**src/rtl/sum_reader_pkg.sv**
```systemverilog
// sum_reader_pkg: shared constants for the group-sum readout path.
// The summing controller imports the same address layout and state codes.
package sum_reader_pkg;

  localparam int ADDR_W   = 5;
  localparam int N_GROUPS = 4;
  localparam int IDX_W    = 2;

  localparam logic [2:0] GROUP_LAST = 3'b111;

  typedef logic [2:0] state_t;

  localparam state_t ST_IDLE    = 3'd0;
  localparam state_t ST_ISSUE   = 3'd1;
  localparam state_t ST_WAIT    = 3'd2;
  localparam state_t ST_PRESENT = 3'd3;
  localparam state_t ST_DONE    = 3'd4;

  // Each group sum lives in the last word of its 8-word group.
  function automatic logic [ADDR_W-1:0] group_addr(input logic [IDX_W-1:0] idx);
    return {idx, GROUP_LAST};
  endfunction

endpackage

```
**src/rtl/sum_reader_lat.sv**
```systemverilog
// sum_reader_lat: RD_LAT-deep token pipe that marks the clock in which
// memory read data is valid and must be captured on the coming edge.
// fire_i is high when the next cycle issues a read, so stage 0 lines up
// with rden and stage RD_LAT-1 lines up with the capture cycle.
module sum_reader_lat #(
  parameter int RD_LAT = 2
) (
  input  logic clk,
  input  logic rst_n,
  input  logic fire_i,
  output logic capture_o
);

  logic [RD_LAT-1:0] shift_q;
  logic [RD_LAT-1:0] shift_d;

  // Advance the read token one stage per clock.
  always_comb begin
    shift_d = (shift_q << 1) | RD_LAT'(fire_i);
  end

  // Token register; reset discards any read in flight.
  always_ff @(posedge clk or negedge rst_n) begin
    if (!rst_n) begin
      shift_q <= '0;
    end else begin
      shift_q <= shift_d;
    end
  end

  assign capture_o = shift_q[RD_LAT-1];

endmodule

```
**src/rtl/sum_reader.sv**
```systemverilog
// sum_reader: after the summing controller signals ready, reads the four
// group sums from memory one at a time and hands each to a consumer with
// a valid/ack handshake. A ready arriving mid-readout queues one more pass.
// RD_LAT must be in 1..4.
module sum_reader
  import sum_reader_pkg::*;
#(
  parameter int DATA_W = 8,
  parameter int RD_LAT = 2
) (
  input  logic              clk,
  input  logic              reset,
  input  logic              ready,
  output logic [ADDR_W-1:0] address,
  output logic              rden,
  input  logic [DATA_W-1:0] mem_q,
  output logic [DATA_W-1:0] sum_data,
  output logic [IDX_W-1:0]  sum_idx,
  output logic              sum_valid,
  input  logic              sum_ack,
  output logic              busy,
  output logic              done
);

  localparam logic [IDX_W-1:0] IDX_LAST = IDX_W'(N_GROUPS - 1);

  state_t            state_q, state_d;
  logic [IDX_W-1:0]  idx_q, idx_d;
  logic              pending_q, pending_d;
  logic              busy_q, busy_d;
  logic [DATA_W-1:0] sum_data_q, sum_data_d;
  logic [IDX_W-1:0]  sum_idx_q, sum_idx_d;
  logic              issue_next;
  logic              lat_capture;
  logic              capture_en;

  sum_reader_lat #(
    .RD_LAT(RD_LAT)
  ) u_lat (
    .clk      (clk),
    .rst_n    (reset),
    .fire_i   (issue_next),
    .capture_o(lat_capture)
  );

  // Readout sequencing, pending-request bookkeeping and data capture.
  always_comb begin
    state_d    = state_q;
    idx_d      = idx_q;
    pending_d  = pending_q;
    capture_en = 1'b0;

    case (state_q)
      ST_IDLE: begin
        if (ready) begin
          state_d = ST_ISSUE;
          idx_d   = '0;
        end
      end
      ST_ISSUE: begin
        if (ready) pending_d = 1'b1;
        capture_en = lat_capture;
        state_d    = lat_capture ? ST_PRESENT : ST_WAIT;
      end
      ST_WAIT: begin
        if (ready) pending_d = 1'b1;
        capture_en = lat_capture;
        if (lat_capture) state_d = ST_PRESENT;
      end
      ST_PRESENT: begin
        if (ready) pending_d = 1'b1;
        if (sum_ack) begin
          if (idx_q == IDX_LAST) begin
            state_d = ST_DONE;
          end else begin
            state_d = ST_ISSUE;
            idx_d   = idx_q + 1'b1;
          end
        end
      end
      ST_DONE: begin
        if (pending_q || ready) begin
          state_d   = ST_ISSUE;
          idx_d     = '0;
          pending_d = 1'b0;
        end else begin
          state_d = ST_IDLE;
        end
      end
      default: begin
        state_d   = ST_IDLE;
        idx_d     = '0;
        pending_d = 1'b0;
      end
    endcase

    sum_data_d = capture_en ? mem_q : sum_data_q;
    sum_idx_d  = capture_en ? idx_q : sum_idx_q;

    busy_d = (state_d == ST_ISSUE) || (state_d == ST_WAIT) ||
             (state_d == ST_PRESENT) || ((state_d == ST_DONE) && pending_d);
  end

  assign issue_next = (state_d == ST_ISSUE);

  // State, counters and output registers; reset aborts any readout.
  always_ff @(posedge clk or negedge reset) begin
    if (!reset) begin
      state_q    <= ST_IDLE;
      idx_q      <= '0;
      pending_q  <= 1'b0;
      busy_q     <= 1'b0;
      sum_data_q <= '0;
      sum_idx_q  <= '0;
    end else begin
      state_q    <= state_d;
      idx_q      <= idx_d;
      pending_q  <= pending_d;
      busy_q     <= busy_d;
      sum_data_q <= sum_data_d;
      sum_idx_q  <= sum_idx_d;
    end
  end

  assign rden      = (state_q == ST_ISSUE);
  assign address   = rden ? group_addr(idx_q) : '0;
  assign sum_valid = (state_q == ST_PRESENT);
  assign done      = (state_q == ST_DONE);
  assign busy      = busy_q;
  assign sum_data  = sum_data_q;
  assign sum_idx   = sum_idx_q;

endmodule

```
**config.mk**
```make
export PLATFORM = sky130hd
export DESIGN_NAME = sum_reader
export DESIGN_NICKNAME = d
export VERILOG_FILES = /design/src/rtl/sum_reader_pkg.sv /design/src/rtl/sum_reader_lat.sv /design/src/rtl/sum_reader.sv
export SDC_FILE = /design/constraint.sdc
export NUM_CORES = 1
export LEC_CHECK = 0
export ABC_AREA = 1
export BUFFER_PORTS_ARGS = -buffer_cell sky130_fd_sc_hd__buf_2
export CAP_MARGIN = 20
export CORE_UTILIZATION = 50
export CTS_BUF_LIST = sky130_fd_sc_hd__clkbuf_4
export DETAILED_ROUTE_END_ITERATION = 16
export GPL_TIMING_DRIVEN = 1
export PLACE_DENSITY_LB_ADDON = 0.08
export SETUP_SLACK_MARGIN = 0.2
export SLEW_MARGIN = 20
export SYNTH_ARGS = -nofsm -noshare
export SYNTH_HDL_FRONTEND = slang
export SYNTH_SLANG_ARGS = --single-unit
```
**constraint.sdc**
```tcl
create_clock -name clk -period 1.4 [get_ports clk]
set_input_delay 0.14 -clock clk [delete_from_list [all_inputs] [get_ports clk]]
set_output_delay 0.14 -clock clk [all_outputs]
set_load 0.005 [all_outputs]
```
Yosys cells after proc, flatten, opt, wreduce, memory -nomap -nowiden
Index checks and enable logic that the tools add are counted.
{"block": "totals", "reg_bits": 19, "inputBits": 12, "output_inout_bits": 19, "word_cells": 49}
{"block": "classes", "addsub": 1, "eq_ne": 13, "mux": 17, "bitwise": 2, "n_reduce_logical": 9}
{"op": "case mux 3 bit (5 select lines)", "n": 1}
{"op": "== test 3 x 2 -> 1 bit, second input constant", "n": 4}
{"op": "two-way mux 3 bit", "n": 4}
{"op": "two-way mux 2 bit", "n": 4}
{"op": "case mux 2 bit (4 select lines)", "n": 1}
{"op": "== test 3 x 1 -> 1 bit, second input constant", "n": 2}
{"op": "== test 3 bit, second input constant", "n": 2}
{"op": "two-way mux 1 bit", "n": 5}
{"op": "two-way mux 5 bit", "n": 1}
{"op": "AND reduction 5 bit", "n": 1}
{"op": "logical OR 1 bit", "n": 4}
{"op": "inequality test 2 x 1 -> 1 bit, second input constant", "n": 2}
{"op": "inequality test 2 bit, second input constant", "n": 2}
{"op": "zero test 3 bit", "n": 1}
{"op": "case mux 1 bit (3 select lines)", "n": 1}
{"op": "OR reduction 3 bit", "n": 1}
{"op": "adder 2 x 1 -> 2 bit, second input constant", "n": 1}
{"op": "== test 2 bit, second input constant", "n": 1}
{"op": "bitwise OR 2 x 1 -> 2 bit", "n": 1}
{"op": "OR reduction 2 bit", "n": 1}
{"op": "logical AND 1 bit", "n": 1}
{"op": "inverter 1 bit", "n": 1}

Logic depth before layout (Yosys ltp)
Gate-level depths: netlist of the first run.
{"block": "logic_depth", "word_depth": 8, "ltp_mapped": 8, "ltp_nobuf": 8}

Hierarchy
Synthesis of the first run repeated with hierarchy kept, for this count alone.
{"block": "unflattened", "cells_unflattened": 108, "area_unflattened_um2": 900.9}
{"module": "sum_reader", "instances": 1, "cells_each": 106, "area_per_inst_um2": 850.8, "seq_area_each_um2": 425.4}
{"module": "sum_reader_lat", "instances": 1, "cells_each": 2, "area_per_inst_um2": 50.0, "seq_area_each_um2": 50.0}

Worst setup path after synthesis of the first run
OpenSTA, ideal clock, no wires.
{"block": "synth_timing", "kind": "flip-flop to output port", "startpoint": "register state_q[2]", "endpoint": "output port address[3]", "arrival_ps": 1071, "required_time_ps": 1260, "slack_ps": 189, "path_stages_with_launch": 4, "path_buffers": 0, "path_cell_list": "dfrtp_1 -> nor3_1 -> inv_1 -> nor2_1"}
{"block": "synth_via", "elab_chain_len": 2}
{"element": "from (decl)", "line": "sum_reader.sv:27", "rtl": "state_t state_q, state_d;"}
{"element": "from (signal assigned)", "line": "sum_reader.sv:116", "rtl": "state_q <= state_d;"}
{"element": "== test 3 x 1 -> 1 bit", "line": "sum_reader.sv:125", "rtl": "assign rden = (state_q == ST_ISSUE);"}
{"element": "net rden", "line": "sum_reader.sv:15", "rtl": "output logic rden,"}
{"element": "two-way mux 5 bit", "line": "sum_reader.sv:126", "rtl": "assign address = rden ? group_addr(idx_q) : '0;"}
{"element": "to (decl)", "line": "sum_reader.sv:14", "rtl": "output logic [ADDR_W-1:0] address,"}
The timed path passes the listed nets, and every way through them passes these cells.

Final worst setup path of the first run
{"block": "layout_timing", "startpoint": "register state_q[1]", "endpoint": "output port address[4]"}
{"block": "layout_via", "elab_chain_len": 2}
{"element": "== test 3 x 1 -> 1 bit", "line": "sum_reader.sv:125"}
{"element": "two-way mux 5 bit", "line": "sum_reader.sv:126"}
No other way between the ends.

==> metrics.md, run 1 <==
| Metric | Value |
|---|---|
| Total Nets Final | 160 |
| Initial core utilization | between 50% and 60% |
| Root buf cell | clkbuf_4 |
| DRC viols | 0 |
| Clock share of power | 13.8% |
| GRT overflow | 0 |
| Top delay family on crit path | flip-flops |
| R2R depth | 6 |
| Pre-CTS WS | between 0.08 and 0.09 ns |
| Htree depth | 1 |
| Total track usage | between 20% and 30% |
| VDD IR max | ~1.0 mV |
| Max incr delay on CP | 0.46 ns |
| Worst Path Arrival | 1.21 ns |
| Placer congestion estimate | 0.890 |
| Drt pass-1 iters | 2 |
| DRT antenna net count | 0 |
| Cells after synthesis | 108 |
| Yosys warnings | 0 |
| CTS clk-pin slew, worst paths | roughly 0.11 ns |
| Via density | around 4.7 |
| Worst path bufs/invs | 2 |
| Total power draw | 2.16 mW |
| Setup WS post-layout | roughly 0.046 ns |
| P_sw | between 0.8 and 0.9 mW |
| Synth-to-Final Area Change | 33.5% |
| RSZ-0062 raised after global routing | yes |
| Vias in the first global route | 738 |
| ANT cells | 0 |
| Min cycle time layout | 1.35 ns |
| Die Width | 44.4 um |
| Initial antenna violation count | 0 |
| DR WL/cell | 11.5 um |
| CP startpoint kind | register |
| Number of port buffers | 30 |
| Synth Net Count | between 100 and 150 |
| Netlist cell types | 17 |
| Syn avg cell area | around 8.3 sq um |
| Register area share after synthesis | 52.8% |
| DP Cell Count | between 150 and 200 |
| Leakage power | 0.658 nW |
| Share of layout cells above drive strength 1 | 45.2% |
| Final instance area | 1200 sq um |
| Worst Hold Class | primary input to register |
| Post-DP Area | 1050 sq um |
| Status | finished, final reports clean |
| Register bit total from synthesis | 19 |
| Worst path required time | 1.26 ns |
| Crit-path slowest cell | dfrtp_2 |
| CTS tree | yes |
| Slew Limit Headroom | 71.7% |
| Power Dens Cells | 1800 nW/um^2 |
| DRT Wirelength | 1950 um |
| Sw frac | 39.3% |
| Combinational Power Share | 44.2% |
| Internal | 1.31 mW |
| Largest net degree at the start of global routing | 20 |
| Number of fill cells | 125 |
| First-pass GRT wire length | 3210 um |
| Critical Path, Cell by Cell | nor3_4 -> inv_1 -> nor2_1 -> buf_2 |
| Fmax | 0.738 GHz |
| DRT iter0 DRCs | 7 |
| Part of the power in registers | 42.0% |
| # rows | 14 |
| Critical path depth | 4 |
| Final period util | 96.7% |
| Clock Tree Buf Depth | 2 |
| Fin Clk Skew | approximately 0.0023 ns |
| Worst Path Max Fanout | 4 |
| Clk Latency, worst-skew pair | 0.30 ns |
| Dpl hpwl | 1320 um |
| Via Count | 802 |
| Worst Hold Depth | 3 |
| CTS Buf Count | 3 |
| Die height | 44.4 um |
| I/O pins | 31 |
| Worst Max-Slew Pin Slew | approximately 0.42 ns |
| Core area | 1590 sq um |
| Final design utilization | about three quarters |
| Crit. End Element | output port |
| Crit Path Category | register to output port |
| Pins Over Slew Limit | 0 |
| Finished Layout Cells | 170 |
| Setup-failing EPs final | 0 |
| Final Hold Vio Count | 0 |
| Die ar. | 1980 sq um |
| Clock Sinks | 19 |
| Max-cap violations | 0 |
| Mapped cell area | 901 sq um |
-- metrics by stage --
stage	setup TNS, ns	hold slack (ns)
2_1_floorplan	0	-0.156
3_3_place_gp	0	0.102
3_5_place_dp	0	0.106
4_1_cts	0	0.0307
5_1_grt	-0.0759	0.0207
6_report	0	0.0356
-- cell families after synthesis --
| kind of cell | count (synthesis) | share of synthesized area, % |
|---|---|---|
| buf+inv | 16 | 8.75 |
| compound gates | 3 | 2.50 |
| simple gates | 69 | 34.6 |
| fa+ha+maj | 1 | 1.39 |
| flops | 19 | 52.8 |
-- Yosys cell counts, drive strengths merged --
master / instances / share of area (%)
nand2: 46 / 21
nor3: 1 / 0.56
nand4: 3 / 2.8
nor2: 13 / 7.4
nand3: 6 / 3.3
ha: 1 / 1.4
buf: 4 / 3.7
dfrtp: 19 / 53
o21ai: 3 / 2.5
inv: 12 / 5.0
-- worst min-delay path, cell delays in order --
cell	delay (ns)
buf_2	0.07
nand2_1	0.04
nand2_1	0.05
-- power groups by stage --
stage | logic [mW] | clock network, mW | registers, mW
after CTS | 0.921 | 0.304 | 0.889
after detailed placement | 0.757 | 0 | 0.902
after global routing | 1.08 | 0.332 | 0.938
after global placement | 0.739 | 0 | 0.895
final | 0.955 | 0.299 | 0.907
after floorplan | 0.483 | 0 | 0.908
-- cells in the final DEF (no fill, tap or decap), drive strengths merged --
| master | count |
|---|---|
| clkbuf | 4 |
| nand4 | 3 |
| ha | 1 |
| nand3 | 6 |
| nor2 | 14 |
| nand2 | 46 |
| dlygate4sd3 | 1 |
| o21ai | 3 |
| inv | 12 |
| dfrtp | 19 |
| nor3 | 1 |
| buf | 36 |
-- layout make-up --
cell class | count | area, sq um | area share (%)
well taps | 24 | 30.0 | 2.50
multi-input cells | 74 | 408 | 33.9
repair buffers | 37 | 211 | 17.6
flip-flops and latches | 19 | 478 | 39.8
inverters | 12 | 45.0 | 3.75
clock buffers | 4 | 30.0 | 2.50
-- final timing paths --
path,startpoint,end,slack [ns]
min in group asynchronous,reset,pending_q,0.30
worst min register to register,u_lat.shift_q[0],u_lat.shift_q[1],0.37
worst max-delay path,state_q[1],address[4],0.05
worst max register to register,state_q[0],u_lat.shift_q[0],0.10
max in group asynchronous,reset,state_q[1],0.78
worst min-delay path,mem_q[1],sum_data[1],0.04
-- sequential cells by signal, summed over array words and instances, names as in the netlist --
register       cells
pending_q          1
idx_q              2
busy               1
sum_data           8
state_q            3
u_lat.shift_q      2
sum_idx            2
-- timing repair --
| action | 4_1_cts | 5_1_grt |
|---|---|---|
| buffers inserted | 6 | 0 |
| pin swaps | 5 | 2 |
| endpoints found under the hold margin | 19 | 0 |
| gates cloned | 1 | 0 |
| setup endpoints to repair | 23 | 23 |
| gates resized for setup | 10 | 9 |
| hold buffers | 1 | 0 |
-- routing by layer --
layer | wire length [um] | up-vias | track usage (%)
met5 | 0 | - | 0
met4 | 9 | 0 | 5.45
met3 | 86 | 2 | 7.35
met2 | 947 | 24 | 35.9
met1 | 907 | 369 | 31.3
li1 | - | 407 | -
(Power assumes the default switching activity.)
==> run 2: changes to the inputs <==
--- a/config.mk
+++ b/config.mk
@@ -13,6 +13,7 @@
 export DETAILED_ROUTE_END_ITERATION = 16
 export GPL_TIMING_DRIVEN = 1
 export PLACE_DENSITY_LB_ADDON = 0.08
+export RECOVER_POWER = 100
 export SETUP_SLACK_MARGIN = 0.2
 export SLEW_MARGIN = 20
 export SYNTH_ARGS = -nofsm -noshare
==> run 2 against run 1 <==
Net effect:
- clock skew decreased by 0.0013 ns
- first-iteration DRC count rose by 130%
- routed wire length down 0.62%
- critical path type unchanged
- flip-flop and latch count did not move
- clock-buffer cell count unchanged
- total power fell by 3.7%
- clock power is essentially flat
- critical endpoint unchanged
- largest power group is now sequential cells
- cell area fell by 2.7%
- combinational power shrank 7.1%
- cell count stayed put
==> metrics.md, run 2 (same netlist as run 1, synthesis figures left out) <==
| Metric | Value |
|---|---|
| Die height | 44.4 um (unchanged) |
| Vias in the first global route | 738 (unchanged) |
| Max incr delay on CP | 0.46 ns (about the same) |
| Core area | 1590 sq um (unchanged) |
| Placer congestion estimate | 0.890 (unchanged) |
| P_sw | 0.819 mW (-3.5%) |
| Worst Max-Slew Pin Slew | 0.422 ns (-0.00186 ns) |
| Pins Over Slew Limit | 0 (unchanged) |
| Die ar. | 1980 sq um (unchanged) |
| Worst Hold Class | primary input to register |
| Combinational Power Share | 42.7% (-1.5 points) |
| # rows | 14 (unchanged) |
| Fmax | 0.736 GHz (-0.39%) |
| ANT cells | 0 (unchanged) |
| Crit. End Element | output port |
| DR WL/cell | 11.4 um (-0.62%) |
| DRT Wirelength | 1940 um (-0.62%) |
| Final Hold Vio Count | 0 (unchanged) |
| Sw frac | 39.4% (+0.10 points) |
| Worst Path Arrival | 1.22 ns (about the same) |
| Setup TNS | 0 ns (unchanged) |
| Fin Clk Skew | 0.00103 ns (-0.00127 ns) |
| Crit-path slowest cell | dfrtp_2 |
| DRT iter0 DRCs | 16 (+9) |
| Status | finished, final reports clean |
| CTS clk-pin slew, worst paths | 0.11 ns (about the same) |
| Final design utilization | 73.4% (-2.0 points) |
| DRT antenna net count | 0 (unchanged) |
| Via density | 4.75 (+0.62%) |
| Total track usage | 23.0% (unchanged) |
| First-pass GRT wire length | 3210 um (unchanged) |
| Number of fill cells | 135 (+8.0%) |
| Commonest cells after routing, fill and taps aside | nand2_1, buf_2, dfrtp_1 |
| CTS tree | yes |
| Max-cap violations | 0 (unchanged) |
| Dpl hpwl | 1320 um (unchanged) |
| Total power draw | 2.08 mW (-3.7%) |
| Drt pass-1 iters | 4 (+2) |
| RSZ-0062 raised after global routing | yes |
| Final period util | 97.1% (+0.38 points) |
| Clk Latency, worst-skew pair | 0.30 ns (about the same) |
| Htree depth | 1 (unchanged) |
| Critical Path, Cell by Cell | nor3_4 -> inv_1 -> nor2_1 -> buf_2 |
| Internal | 1.26 mW (-3.9%) |
| Synth-to-Final Area Change | 29.9% |
| Share of layout cells above drive strength 1 | 36.3% (-8.9 points) |
| Die Width | 44.4 um (unchanged) |
| Total Nets Final | 160 (unchanged) |
| I/O pins | 31 (unchanged) |
| Clock Tree Buf Depth | 2 (unchanged) |
| GRT overflow | 0 (unchanged) |
| Initial core utilization | 56.5% (unchanged) |
| Worst path required time | 1.26 ns (about the same) |
| Via Count | 807 (+0.62%) |
| Setup-failing EPs final | 0 (unchanged) |
| Part of the power in registers | 42.9% (+0.9 points) |
| Initial antenna violation count | 0 (unchanged) |
| Number of port buffers | 30 (unchanged) |
| CP startpoint kind | register |
| Clock Sinks | 19 (unchanged) |
| Min cycle time layout | 1.36 ns (+0.00531 ns) |
| Power Dens Cells | 1780 nW/um^2 (-1.1%) |
| Root buf cell | clkbuf_4 |
| Worst Path Max Fanout | 4 (unchanged) |
| Max FFs per register | 8 (unchanged) |
| Commonest non-fill, non-tap cell in the layout | nand2_1 |
| Crit Path Category | register to output port |
| Largest net degree at the start of global routing | 20 (unchanged) |
| Slew Limit Headroom | 71.8% (+0.12 points) |
| CTS Buf Count | 3 (unchanged) |
| DRC viols | 0 (unchanged) |
| VDD IR max | 0.999 mV (-1.0%) |
| Leakage power | 0.643 nW (-2.2%) |
| Clock share of power | 14.4% (+0.6 points) |
run 2: cell types whose count changed in the layout (fill, tap and decap cells not counted):
cell / delta
nand2_1: +8
nand2_2: -8
buf_2: -4
clkbuf_1: +3
buf_4: -2
clkbuf_2: +2
buf_1: +1
nor2_1: +1
nor2_2: -1
run 2: worst paths after layout:
check	startpoint	slack [ns]	depth (start not counted)	to
min reg2reg	u_lat.shift_q[0]	0.37	0	u_lat.shift_q[1]
max in group asynchronous	reset	0.78	2	state_q[1]
max reg2reg	state_q[1]	0.11	7	idx_q[0]
min in group asynchronous	reset	0.30	2	pending_q
min	mem_q[6]	0.03	3	sum_data[6]
max	state_q[1]	0.04	4	address[4]
run 2: power by group through the flow:
stage	clock network, mW	logic, mW	registers, mW
floorplan	0	0.483	0.908
global placement	0	0.739	0.895
detailed placement	0	0.757	0.902
CTS	0.304	0.921	0.889
global route	0.332	1.01	0.923
finish	0.301	0.887	0.892
run 2: layout make-up:
| type | instances | area [sq um] | share of cell area (%) |
|---|---|---|---|
| Timing Repair Buffer | 37 | 201 | 17.2 |
| Inverter | 12 | 45.0 | 3.85 |
| Multi-Input combinational cell | 74 | 385 | 32.9 |
| Sequential cell | 19 | 478 | 40.9 |
| Clock buffer | 4 | 30.0 | 2.57 |
| Tap cell | 24 | 30.0 | 2.57 |
run 2: through the flow:
stage	setup WS [ns]	hold slack, ns	instances	instance area, sq um
6_report	0.0405	0.0341	170	1170
5_1_grt	-0.0440	0.0208	170	1170
4_1_cts	0.0622	0.0307	170	1180
3_5_place_dp	0.0899	0.106	158	1050
3_3_place_gp	0.128	0.102	158	1050
2_1_floorplan	0.320	-0.156	108	906
run 2: timing repair:
item	in CTS	in global routing
gates cloned	1	0
hold buffers	1	0
hold endpoints to repair	19	0
gates resized for setup	10	9
pin swaps	5	2
setup endpoints to repair	23	23
setup buffers	6	0
run 2: layer usage:
layer	vias up	GRT usage (%)	share of wire, %
li1	407	-	-
met1	371	31.3	45
met2	27	35.9	50
met3	2	7.35	4.8
met4	0	5.45	0.46
met5	-	0	0
run 2: worst max-delay path, delay by kind of cell, from the launching register on:
| family | cells | cell delay, ns |
|---|---|---|
| buf+inv | 2 | 0.19 |
| flops | 1 | 0.46 |
| simple gates | 2 | 0.27 |
